==> config.mk <==
export PLATFORM = sky130hd
export DESIGN_NAME = regfile_wr_arbiter
export DESIGN_NICKNAME = d
export VERILOG_FILES = /design/src/rtl/regfile_wr_arbiter.sv
export SDC_FILE = /design/constraint.sdc
export NUM_CORES = 1
export LEC_CHECK = 0
export BUFFER_PORTS_ARGS = -buffer_cell sky130_fd_sc_hd__buf_2
export CORE_ASPECT_RATIO = 0.8
export CORE_MARGIN = 2
export CORE_UTILIZATION = 40
export DETAILED_ROUTE_END_ITERATION = 7
export PLACE_DENSITY = 0.75
export RECOVER_POWER = 100
export SLEW_MARGIN = 0
export SYNTH_ARGS = -nofsm -noshare
export SYNTH_HDL_FRONTEND = slang
export SYNTH_SLANG_ARGS = --single-unit
export TNS_END_PERCENT = 30
==> constraint.sdc <==
create_clock -name clk -period 2 [get_ports clk]
set_clock_uncertainty 0.1 [all_clocks]
set_input_delay 0 -clock clk [delete_from_list [all_inputs] [get_ports clk]]
set_output_delay 0 -clock clk [all_outputs]
set_load 0.01 [all_outputs]
==> src/rtl/regfile_wr_arbiter.sv <==
// regfile_wr_arbiter: round-robin arbiter for the register file write port.
// Three writers (ALU, load, debug) share one registered one-hot write stage.
module regfile_wr_arbiter #(
  parameter int unsigned DATA_W  = 16,
  parameter int unsigned NREG    = 8,
  parameter int unsigned AW      = 3,
  parameter bit          R0_ZERO = 1'b1
) (
  input  logic              clk,
  input  logic              reset,
  input  logic              stall,
  input  logic [2:0]        req,
  input  logic [AW-1:0]     addr0,
  input  logic [AW-1:0]     addr1,
  input  logic [AW-1:0]     addr2,
  input  logic [DATA_W-1:0] data0,
  input  logic [DATA_W-1:0] data1,
  input  logic [DATA_W-1:0] data2,
  output logic [2:0]        gnt,
  output logic [NREG-1:0]   wr_en,
  output logic [DATA_W-1:0] wr_data,
  output logic [DATA_W-1:0] contention
);

  logic [1:0]        last;
  logic [1:0]        c1;
  logic [1:0]        c2;
  logic [1:0]        c3;
  logic [1:0]        win;
  logic [AW-1:0]     sel_addr;
  logic [DATA_W-1:0] sel_data;
  logic [NREG-1:0]   dec;
  logic              multi;

  function automatic logic [1:0] nxt(input logic [1:0] p);
    return (p == 2'd2) ? 2'd0 : p + 2'd1;
  endfunction

  assign c1 = nxt(last);
  assign c2 = nxt(c1);
  assign c3 = last;

  assign multi = (req[0] & req[1]) |
                 (req[0] & req[2]) |
                 (req[1] & req[2]);

  // Rotating-priority search starting just after the last winner
  always_comb begin
    gnt = '0;
    win = last;
    if (!reset && !stall) begin
      if (req[c1]) begin
        gnt[c1] = 1'b1;
        win     = c1;
      end else if (req[c2]) begin
        gnt[c2] = 1'b1;
        win     = c2;
      end else if (req[c3]) begin
        gnt[c3] = 1'b1;
        win     = c3;
      end
    end
  end

  // Select the winner's address/data and decode the register enable
  always_comb begin
    sel_addr = '0;
    sel_data = '0;
    unique case (1'b1)
      gnt[0]: begin
        sel_addr = addr0;
        sel_data = data0;
      end
      gnt[1]: begin
        sel_addr = addr1;
        sel_data = data1;
      end
      gnt[2]: begin
        sel_addr = addr2;
        sel_data = data2;
      end
      default: ;
    endcase
    dec = '0;
    dec[sel_addr] = 1'b1;
    if (R0_ZERO && sel_addr == '0) begin
      dec = '0;
    end
  end

  // Winner pointer: advances only on an actual grant
  always_ff @(posedge clk) begin
    if (reset) begin
      last <= 2'd2;
    end else if (|gnt) begin
      last <= win;
    end
  end

  // Write stage: enable pulses for one cycle, data holds between writes
  always_ff @(posedge clk) begin
    if (reset) begin
      wr_en   <= '0;
      wr_data <= '0;
    end else if (|gnt) begin
      wr_en   <= dec;
      wr_data <= sel_data;
    end else begin
      wr_en   <= '0;
    end
  end

  // Saturating count of unstalled cycles with competing requests
  always_ff @(posedge clk) begin
    if (reset) begin
      contention <= '0;
    end else if (!stall && multi && contention != '1) begin
      contention <= contention + 1'b1;
    end
  end

endmodule

==> impl_metrics.json <==
{
  "dp_hpwl_um": 4210,
  "hold_depth": 4,
  "cts.reportedPaths.clkPinSlew_ns": 0.07,
  "antennaDiodeCount": 0,
  "fp.coreArea_mm2": 0.00506,
  "drt_iter0_markers": 123,
  "synth_warnings": 0,
  "boundaryPins": 106,
  "cts_setup_buffers": 0,
  "rsz0062_at_grt": "true",
  "min_period_ns": 1.88,
  "drc": 0,
  "yosysSeqAreaShare": 0.394,
  "r2r_cells": 7,
  "stdcell_count": 423,
  "place_inst": 395,
  "drv_cap": 0,
  "wl_per_cell_um": 14.7,
  "hold_path.class": "input port to flop",
  "slew_headroom": 0.512,
  "final_nets": 424,
  "cts_tree": "built",
  "max_freq_mhz": 533,
  "required_ns": 2.06,
  "rows": 23,
  "ant_nets": 0,
  "regArea_um2": 841,
  "drv_slew": 0,
  "cp_data_arrival_time_ns": 1.94,
  "layout_commonest_cell": "buf_2",
  "cp_common_cell": "buf_4",
  "grt_pass1_wl_um": 10100,
  "synth_area_per_cell_um2": 8.96,
  "layout_common_cells": "buf_2 (76), dfxtp_1 (42), nor2_1 (36)",
  "drive_gt1_frac": 0.288,
  "fill_cells": 470,
  "final_util": 0.588,
  "synth_enable_flop_cells": 0,
  "grt_max_degree": 35,
  "crit_type": "flop to flop",
  "crit_family": "compound AO/OA/AOI/OAI gates",
  "layout_worst_path_cycle_share": 0.939,
  "synth_top_area_share": 0.394,
  "synthDistinctLibCells": 41,
  "synthesis.nets": 302,
  "mappedNetlistArea_mm2": 0.00213,
  "grt_pass1_vias": 2217,
  "chipWidth_um": 85.7,
  "peakVddDrop_mv": 0.430,
  "numCtsBuffers": 5,
  "async_reset_ff_frac": 0,
  "gp_congestion": 0.787,
  "cp.depth": 7,
  "synthCells": 238,
  "start_util": 0.421,
  "die_h_um": 69.3,
  "multi_input_area_mm2": 0.00121,
  "cts_sinks": 42,
  "grtUsageTotal": 0.205,
  "antenna_found_initial": 0,
  "vias_per_cell": 5.51,
  "root_buffer": "clkbuf_8",
  "dieArea_mm2": 0.00594,
  "setup_viol": 0,
  "clkLatencyLatePin_ns": 0.29,
  "path_cells": "buf_4 -> nor2b_1 -> o22ai_1 -> and3_1 -> buf_4 -> a221oi_1 -> nor3_1",
  "critPathBufInv": 2,
  "yosys.area.top_type": "dfxtp_1",
  "cts_htree_levels": 2,
  "drt_wl_total_um": 6200,
  "leakage_nw": 1.24,
  "cp_slowest_cell": "dfxtp_1",
  "yosys-top-cells-area": "dfxtp_1 (39%), a22o_1 (7.8%), a221oi_1 (6.6%)",
  "cpPeakStageDelay_ns": 0.34,
  "crit_fanout": 17,
  "hold_viol": 0,
  "grt_overflow": 0,
  "startpoint_type": "flop",
  "dr.pass1.iters": 4,
  "endpoint_kind": "flop",
  "synthFlopType": "dfxtp_1",
  "synthToLayoutAreaGrowth_pct": 39.6,
  "clockBufferDepth": 2,
  "vias": 2329,
  "ys_ff_latch": 42,
  "tightest_slew_ns": 0.732,
  "status": "complete, no violations",
  "place.port_buffers": 105,
  "pwr_density_cell_mw_per_mm2": 602
}
==> state kept, by name (all words and copies together) (netlist names) <==
signal      count
contention     16
wr_data        16
wr_en           8
c3              2
==> where the power goes <==
| group | total, mW | switching, mW | internal [mW] | leakage [nW] |
|---|---|---|---|---|
| logic | 0.352 | 0.182 | 0.170 | 0.845 |
| registers | 0.888 | 0.0194 | 0.868 | 0.342 |
| clock network | 0.553 | 0.274 | 0.279 | 0.0482 |
| total | 1.79 | 0.476 | 1.32 | 1.24 |
==> worst register-to-register path: stages, from the launching register on <==
cell and delay (ns):
dfxtp_1 0.34, buf_4 0.15, nor2b_1 0.18, o22ai_1 0.17
and3_1 0.20, buf_4 0.19, a221oi_1 0.33, nor3_1 0.09
==> layer usage <==
metal | GRT usage | wire length [µm]
met1 | 0.270 | 2770
met2 | 0.339 | 2990
met3 | 0.0417 | 368
met4 | 0.0564 | 63
met5 | 0 | 0
==> cells by family (layout without fill, tap and decap cells) <==
| logic type | Yosys count | after routing | synth area share |
|---|---|---|---|
| AO/OA/AOI/OAI | 55 | 55 | 0.221 |
| XOR/XNOR | 13 | 13 | 0.0534 |
| adder cells (fa/ha/maj) | 2 | 2 | 0.0106 |
| buffers and inverters | 19 | 142 | 0.0504 |
| flip-flops | 42 | 42 | 0.394 |
| other | 1 | 1 | 0.00176 |
| AND/OR/NAND/NOR | 106 | 106 | 0.269 |
==> stage by stage <==
step / cell area [µm²] / setup TNS, ns / setup slack (ns) / hold slack [ns] / power [mW]
after floorplan: 2130 / 0 / 0.224 / 0.0292 / 1.10
after global placement: 2690 / 0 / 0.136 / 0.227 / 1.22
after detailed placement: 2690 / 0 / 0.0134 / 0.242 / 1.23
after CTS: 2990 / 0 / 0.0316 / 0.0576 / 1.82
after global routing: 2980 / -0.0129 / -0.0129 / 0.0805 / 1.88
final: 2980 / 0 / 0.123 / 0.0644 / 1.79
==> synthesized netlist by cell type (2+ instances only) <==
| library cell | n |
|---|---|
| a32o_1 | 3 |
| nor2b_1 | 2 |
| a21oi_1 | 3 |
| buf_4 | 2 |
| nand4_1 | 5 |
| nor2_1 | 36 |
| a22o_1 | 19 |
| a22oi_2 | 2 |
| xnor2_1 | 13 |
| nor3_1 | 24 |
| buf_6 | 3 |
| and2_1 | 2 |
| a221oi_1 | 16 |
| nand2b_1 | 2 |
| a211oi_1 | 2 |
| nor4_1 | 6 |
| and3_1 | 8 |
| clkbuf_1 | 8 |
| nor4b_1 | 2 |
| nand3_1 | 7 |
| buf_2 | 5 |
| dfxtp_1 | 42 |
| nand2_1 | 6 |
| o21ai_0 | 3 |
==> cell type report <==
type	instances	area share
clock buffer	7	0.0290
clock inverter	1	0.00168
inverter	1	0.00126
multi-input combinational	177	0.408
sequential	42	0.282
tap	62	0.0261
timing repair buffer	133	0.252
==> timing repair <==
action / 4_1_cts / 5_1_grt
endpoints found under the hold margin: 21 / 0
hold buffers: 20 / 0
gates resized for setup: 1 / 5
setup endpoints to repair: 7 / 26
cloned: 0 / 0
==> final timing paths <==
kind	from	endpoint	slack, ns
hold / removal	data2[5]	wr_data[5]	0.06
setup / recovery	c3[1]	wr_data[0]	0.12
setup reg to reg	c3[1]	wr_data[0]	0.12
hold reg to reg	wr_data[2]	wr_data[2]	0.39
Note: power is estimated with default switching activity, not from simulation.
